<file path="src/rtl/neopixel_frame_feeder_pkg.sv">
// Shared definitions for the neopixel frame feeder: register map, transmitter map,
// colour type, FSM encoding and the bit-reversal helper.
package neopixel_frame_feeder_pkg;

    // Host slave register map
    localparam logic [7:0] CTRL       = 8'h00;
    localparam logic [7:0] BRIGHT     = 8'h01;
    localparam logic [7:0] FCOUNT     = 8'h02;
    localparam logic [7:0] PIXEL_BASE = 8'h10;

    // Transmitter register map
    localparam logic [7:0] TX_TRIGGER    = 8'h00;
    localparam logic [7:0] TX_PIXEL_BASE = 8'h01;

    localparam logic [31:0] READ_DEFAULT = 32'hDEAD_BEEF;

    typedef logic [23:0] color_t;

    typedef enum logic [1:0] {
        StIdle,
        StFetch,
        StWrite,
        StTrigger
    } feeder_state_e;

    // The transmitter shifts bit 0 out first, so the GRB word is sent mirrored.
    function automatic logic [23:0] bitrev24(input logic [23:0] v);
        logic [23:0] r;
        for (int i = 0; i < 24; i++) begin
            r[i] = v[23-i];
        end
        return r;
    endfunction

endpackage

</file>
<file path="src/rtl/neopixel_pixel_scaler.sv">
// Combinational pixel path: scales each RRGGBB channel by brightness and emits the
// bit-reversed GRB word expected by the transmitter.
module neopixel_pixel_scaler
    import neopixel_frame_feeder_pkg::*;
(
    input  logic [23:0] rgb_i,
    input  logic [7:0]  bright_i,
    output logic [23:0] word_o
);

    // (c * (b + 1)) >> 8: b = 255 is identity, b = 0 blanks the channel.
    function automatic logic [7:0] scale(input logic [7:0] c, input logic [7:0] b);
        logic [15:0] prod;
        prod = {8'h00, c} * ({8'h00, b} + 16'd1);
        return prod[15:8];
    endfunction

    logic [7:0] red_s;
    logic [7:0] green_s;
    logic [7:0] blue_s;

    always_comb begin
        red_s   = scale(rgb_i[23:16], bright_i);
        green_s = scale(rgb_i[15:8], bright_i);
        blue_s  = scale(rgb_i[7:0], bright_i);
        word_o  = bitrev24({green_s, red_s, blue_s});
    end

endmodule

</file>
<file path="src/rtl/neopixel_frame_feeder.sv">
// Host-writable pixel frame that is scaled, reordered and pushed over an Avalon-MM
// master into the one-wire transmitter, on commit or on a periodic refresh tick.
module neopixel_frame_feeder
    import neopixel_frame_feeder_pkg::*;
#(
    parameter int unsigned CLOCK_SPEED_HZ     = 50_000_000,
    parameter int unsigned NUMBER_OF_NEOPIXEL = 35,
    parameter int unsigned REFRESH_HZ         = 30
) (
    input  logic        clock,
    input  logic        reset_n,
    input  logic [7:0]  s_address,
    input  logic        s_write,
    input  logic [31:0] s_writedata,
    input  logic        s_read,
    output logic [31:0] s_readdata,
    output logic        s_waitrequest,
    output logic [7:0]  m_address,
    output logic        m_write,
    output logic [31:0] m_writedata,
    input  logic        m_waitrequest,
    output logic        busy,
    output logic        frame_done
);

    localparam int unsigned REFRESH_CYCLES = CLOCK_SPEED_HZ / REFRESH_HZ;
    localparam int unsigned TimerW = (REFRESH_CYCLES > 1) ? $clog2(REFRESH_CYCLES) : 1;
    localparam int unsigned IdxW   = (NUMBER_OF_NEOPIXEL > 1) ? $clog2(NUMBER_OF_NEOPIXEL) : 1;
    localparam int unsigned PixEnd = 32'(PIXEL_BASE) + NUMBER_OF_NEOPIXEL;
    localparam logic [TimerW-1:0] TimerLast = TimerW'(REFRESH_CYCLES - 1);
    localparam logic [IdxW-1:0]   IdxLast   = IdxW'(NUMBER_OF_NEOPIXEL - 1);

    feeder_state_e     state_q, state_d;
    logic [IdxW-1:0]   idx_q, idx_d;
    logic              pending_q, pending_d;
    logic              auto_refresh_q, auto_refresh_d;
    logic [7:0]        bright_q, bright_d;
    logic [7:0]        frame_bright_q, frame_bright_d;
    logic [31:0]       frame_count_q, frame_count_d;
    logic [TimerW-1:0] timer_q, timer_d;

    color_t            mem_q [NUMBER_OF_NEOPIXEL];
    color_t            rd_q;
    logic [23:0]       pixel_word;

    logic              busy_int;
    logic              pix_sel;
    logic              pix_wr;
    logic [IdxW-1:0]   pix_idx;
    logic              ctrl_wr;
    logic              commit;
    logic              tick;
    logic              start;
    logic              unused_inputs;

    assign busy_int = (state_q != StIdle);
    assign busy     = busy_int;

    assign pix_sel = (s_address >= PIXEL_BASE) && (32'(s_address) < PixEnd);
    assign pix_idx = IdxW'(s_address - PIXEL_BASE);
    assign pix_wr  = s_write && pix_sel && !busy_int;
    assign ctrl_wr = s_write && (s_address == CTRL);
    assign commit  = ctrl_wr && s_writedata[0];
    assign tick    = (timer_q == TimerLast);
    assign start   = (state_q == StIdle) && (commit || pending_q || (tick && auto_refresh_q));

    // Pixel RAM stays frozen while a frame is being streamed out.
    assign s_waitrequest = s_write && pix_sel && busy_int;

    assign unused_inputs = ^{s_read, s_writedata[31:24]};

    always_ff @(posedge clock) begin
        if (pix_wr) begin
            mem_q[pix_idx] <= s_writedata[23:0];
        end
        if (state_q == StFetch) begin
            rd_q <= mem_q[idx_q];
        end
    end

    neopixel_pixel_scaler u_scaler (
        .rgb_i    (rd_q),
        .bright_i (frame_bright_q),
        .word_o   (pixel_word)
    );

    always_comb begin
        state_d     = state_q;
        idx_d       = idx_q;
        m_write     = 1'b0;
        m_address   = 8'h00;
        m_writedata = 32'h0;
        frame_done  = 1'b0;
        unique case (state_q)
            StIdle: begin
                if (start) begin
                    idx_d   = '0;
                    state_d = StFetch;
                end
            end
            StFetch: begin
                state_d = StWrite;
            end
            StWrite: begin
                m_write     = 1'b1;
                m_address   = TX_PIXEL_BASE + 8'(idx_q);
                m_writedata = {8'h00, pixel_word};
                if (!m_waitrequest) begin
                    if (idx_q == IdxLast) begin
                        state_d = StTrigger;
                    end else begin
                        idx_d   = idx_q + 1'b1;
                        state_d = StFetch;
                    end
                end
            end
            StTrigger: begin
                m_write     = 1'b1;
                m_address   = TX_TRIGGER;
                m_writedata = 32'd1;
                if (!m_waitrequest) begin
                    frame_done = 1'b1;
                    state_d    = StIdle;
                end
            end
            default: begin
                state_d = StIdle;
            end
        endcase
    end

    always_comb begin
        pending_d      = pending_q;
        auto_refresh_d = auto_refresh_q;
        bright_d       = bright_q;
        frame_bright_d = frame_bright_q;
        frame_count_d  = frame_count_q + {31'd0, frame_done};
        timer_d        = tick ? '0 : timer_q + 1'b1;
        if (ctrl_wr) begin
            auto_refresh_d = s_writedata[1];
        end
        if (s_write && (s_address == BRIGHT)) begin
            bright_d = s_writedata[7:0];
        end
        // Any number of commits during a frame collapse into one follow-up frame.
        if (start) begin
            pending_d      = 1'b0;
            frame_bright_d = bright_q;
        end else if (commit && busy_int) begin
            pending_d = 1'b1;
        end
    end

    always_ff @(posedge clock or negedge reset_n) begin
        if (!reset_n) begin
            state_q        <= StIdle;
            idx_q          <= '0;
            pending_q      <= 1'b0;
            auto_refresh_q <= 1'b0;
            bright_q       <= 8'hFF;
            frame_bright_q <= 8'hFF;
            frame_count_q  <= 32'h0;
            timer_q        <= '0;
        end else begin
            state_q        <= state_d;
            idx_q          <= idx_d;
            pending_q      <= pending_d;
            auto_refresh_q <= auto_refresh_d;
            bright_q       <= bright_d;
            frame_bright_q <= frame_bright_d;
            frame_count_q  <= frame_count_d;
            timer_q        <= timer_d;
        end
    end

    // Pixel RAM has no host read path; pixel addresses read as unmapped.
    always_comb begin
        case (s_address)
            CTRL:    s_readdata = {29'd0, pending_q, auto_refresh_q, busy_int};
            BRIGHT:  s_readdata = {24'd0, bright_q};
            FCOUNT:  s_readdata = frame_count_q;
            default: s_readdata = READ_DEFAULT;
        endcase
    end

endmodule

</file>
<file path="config.mk">
export PLATFORM = sky130hd
export DESIGN_NAME = neopixel_frame_feeder
export DESIGN_NICKNAME = d
export VERILOG_FILES = /design/src/rtl/neopixel_frame_feeder_pkg.sv /design/src/rtl/neopixel_pixel_scaler.sv /design/src/rtl/neopixel_frame_feeder.sv
export SDC_FILE = /design/constraint.sdc
export NUM_CORES = 1
export LEC_CHECK = 0
export BUFFER_PORTS_ARGS = -buffer_cell sky130_fd_sc_hd__buf_2
export CORE_ASPECT_RATIO = 1.75
export CORE_MARGIN = 10
export CORE_UTILIZATION = 50
export DETAILED_ROUTE_END_ITERATION = 10
export PLACE_DENSITY = 0.72
export SLEW_MARGIN = 15
export SYNTH_ARGS = -nofsm -noshare
export SYNTH_HDL_FRONTEND = slang
export SYNTH_SLANG_ARGS = --single-unit
</file>
<file path="constraint.sdc">
create_clock -name clock -period 8 [get_ports clock]
set_input_delay 0.8 -clock clock [delete_from_list [all_inputs] [get_ports clock]]
set_output_delay 0.8 -clock clock [all_outputs]
set_load 0.01 [all_outputs]
</file>
==> impl_metrics.yaml <==
status:
  status: "finished clean"
sta:
  drv_slew: 0
  worst_slew_pin_slew_ns: 1.21
  setup_viol: 0
  setup_tns_ns: 0
  rsz0062_at_grt: "false"
  fmax_ghz: 0.132
  fin_crit_ns: 7.60
  relSlewSlack_pct: 19.0
  fin_crit_sh_pct: 95.0
  skew_ns: 0.0289
  finalHoldViolations: 0
  fin_ws_ns: 0.401
floorplanning:
  die_width_um: 242
  core_um2: 85800
  die_area_um2: 99100
  boundaryPins: 121
  rows: 142
  die_y_um: 409
  start_util_pct: 50.4
worst_setup_path:
  start_kind: "register"
  cp-end-kind: "primary output"
  cp.arrival_ns: 6.80
  worstPathMaxFanout: 24
  worstSetupPathType: "register to primary output"
  required_ns: 7.20
routing:
  highest_layer: "met5"
  wl_met1_um: 36100
  wl_met3_um: 5960
  drtIter0Drc: 2185
  final_antenna_net_count: 0
  wl_met2_um: 54500
  vias: 22800
  routedWlPerCell_um: 25.8
  wl_um: 100000
  drc: 0
  dr.pass1.iters: 8
  vias_per_cell: 5.87
logic_synthesis:
  post-synth-top-area-fraction_pct: 60.0
  ys_warn_count: 0
  synthesis.area_um2: 43300
  synth_seq_cells: 943
  synth_edf_count: 864
  synthCells: 2545
  synth_top_flop_cell: "edfxtp_1"
  avgSynthCellArea_um2: 17.0
  yosys.area.top_type: "edfxtp_1"
  synth-seq-area-share_pct: 64.6
  async_flop_share_pct: 8.38
  synthDistinctLibCells: 63
  synth_area_leaders: "edfxtp_1 (60%), mux4_2 (12%), fa_1 (5.6%)"
finish:
  final_cells: 3879
  drive_gt1_share_pct: 22.0
  most-common-layout-cells: "edfxtp_1 (864), mux4_2 (240), nand2_1 (178), inv_1 (167), fa_1 (120)"
  finalNetCount: 2930
  final_area_um2: 48000
  final_common_cell: "edfxtp_1"
  syn2layout_area_growth_pct: 11.0
global_route:
  grt_pass1_wl_um: 152000
  grt_pass1_vias: 24100
  grt_max_degree: 154
  antenna_found_initial: 2
  track_usage_pct: 20.4
  grt_overflow_total: 0
pwr:
  leakage_nw: 16.4
  total_power_mw: 11.1
  pwr_density_cell_nw_per_um2: 231
  peakVddDrop_mv: 0.171
clocking:
  clk-insertion-delay-late_ns: 0.67
  hold_buffers: 0
  clock_path_buffers: 3
  cts_root_buffer: "clkbuf_16"
  tritoncts: "done"
  cts.htree.levels: 3
  cts_setup_buffers: 0
  cts_num_sinks: 943
  cts_buffers: 80
  path_clk_slew_ns: 0.07
place:
  dpl_worst_slack_ns: 0.916
  port_buffers: 102
  place_area_um2: 45300
  dp_hpwl_um: 60200
  gp_congestion: 0.841
  placedCellCount: 3731
worst_hold_path:
  hold_path_class: "input port to asynchronous set/reset pin"
run:
  cap_violations: 0
## report_power, final
part           switching, mW  internal [mW]  total, mW  leakage (nW)
registers              0.154           5.43       5.59          8.78
logic                  0.746          0.842       1.59          6.34
clock network           1.76           2.16       3.92          1.27
## cells by family (layout without fill, tap and decap cells)
logic type,after synthesis,after routing,share of synthesized area [%]
and+or+nand+nor,537,537,6.10
xor gates and xnor gates,89,89,1.80
DFF,943,943,64.6
muxes,308,308,14.1
other,1,10,0.00867
buffers and inverters,294,467,2.71
AOI/OAI and AO/OA,150,150,2.11
adders and majority gates,223,223,8.53
## sequential cells by signal, summed over array words and instances (netlist names)
name and cells:
pending_q 1, rd_q 24, bright_q 8, timer_q 21
frame_count_q 32, state_q 2, idx_q 6, mem_q 840
frame_bright_q 8, auto_refresh_q 1
## worst max-delay path: stages, from the launching register on
cell and delay, ns:
dfstp_2 0.85, ha_1 0.27, nand3_1 0.23, nor2_1 0.20, xor2_1 0.16, buf_4 0.31
nand2_1 0.14, fa_1 0.56, inv_1 0.06, fa_1 0.51, fa_1 0.49, inv_1 0.05
fa_1 0.47, inv_1 0.04, ha_1 0.32, a21o_1 0.17, a21oi_1 0.17, o21a_1 0.17
o21ai_0 0.24, a2111o_1 0.48, o21ai_0 0.07, buf_2 0.15
## area by class of cell
cell class	count	area, µm²
tap	1152	1440
fill	6394	37800
multi-input combinational	1316	14400
sequential	943	28000
antenna	1	2.50
timing repair buffer	154	941
inverter	167	627
clock buffer	95	2060
clock inverter	51	592
## repair_timing
item / CTS / global route
endpoints found under the hold margin: 0 / 0
setup endpoints to repair: 0 / 6
resized for setup: 0 / 1
## final timing paths
check                                              start                     endpoint  slack [ns]  cells after the start
max                        frame_bright_q[0]$_DFFE_PN1P_              m_writedata[16]        0.40                     21
min                                              reset_n  frame_count_q[13]$_DFF_PN0_        0.28                      1
max reg2reg                         idx_q[0]$_DFFE_PN0P_            rd_q[8]$_DFFE_PN_        3.95                      5
min reg2reg                  frame_count_q[31]$_DFF_PN0_  frame_count_q[31]$_DFF_PN0_        0.49                      1
max in group asynchronous                        reset_n         idx_q[1]$_DFFE_PN0P_        6.95                      1
min in group clock                         m_waitrequest       state_q[1]$_DFFE_PN0P_        0.48                      3
## routing by layer
| layer | global-route usage [%] | up-vias |
|---|---|---|
| li1 | - | 9780 |
| met1 | 23.8 | 12000 |
| met5 | 0 | - |
| met2 | 37.0 | 836 |
| met4 | 8.08 | 4 |
| met3 | 3.17 | 179 |
## stage by stage
stage          hold WS [ns]  util, %
6_report              0.277     56.0
5_1_grt               0.353     56.0
4_1_cts               0.298     55.9
3_5_place_dp          0.475     52.8
3_3_place_gp          0.462     52.8
2_1_floorplan         0.442        -
## cells in the mapped netlist (10+ instances only)
cell / count
a21o_1: 24
dfstp_2: 16
xnor2_1: 59
o21ai_0: 75
mux2_2: 18
inv_1: 167
nor2b_1: 21
mux4_2: 240
nand2_1: 178
ha_1: 103
a21oi_1: 16
nand3_1: 30
edfxtp_1: 864
and3_1: 13
nor3_1: 13
clkbuf_1: 85
xor2_1: 30
buf_2: 22
nand4_1: 17
buf_1: 10
mux2i_1: 49
nor2_1: 112
fa_1: 120
and2_1: 108
dfrtp_1: 63
Note: power is estimated with default switching activity, not from simulation.
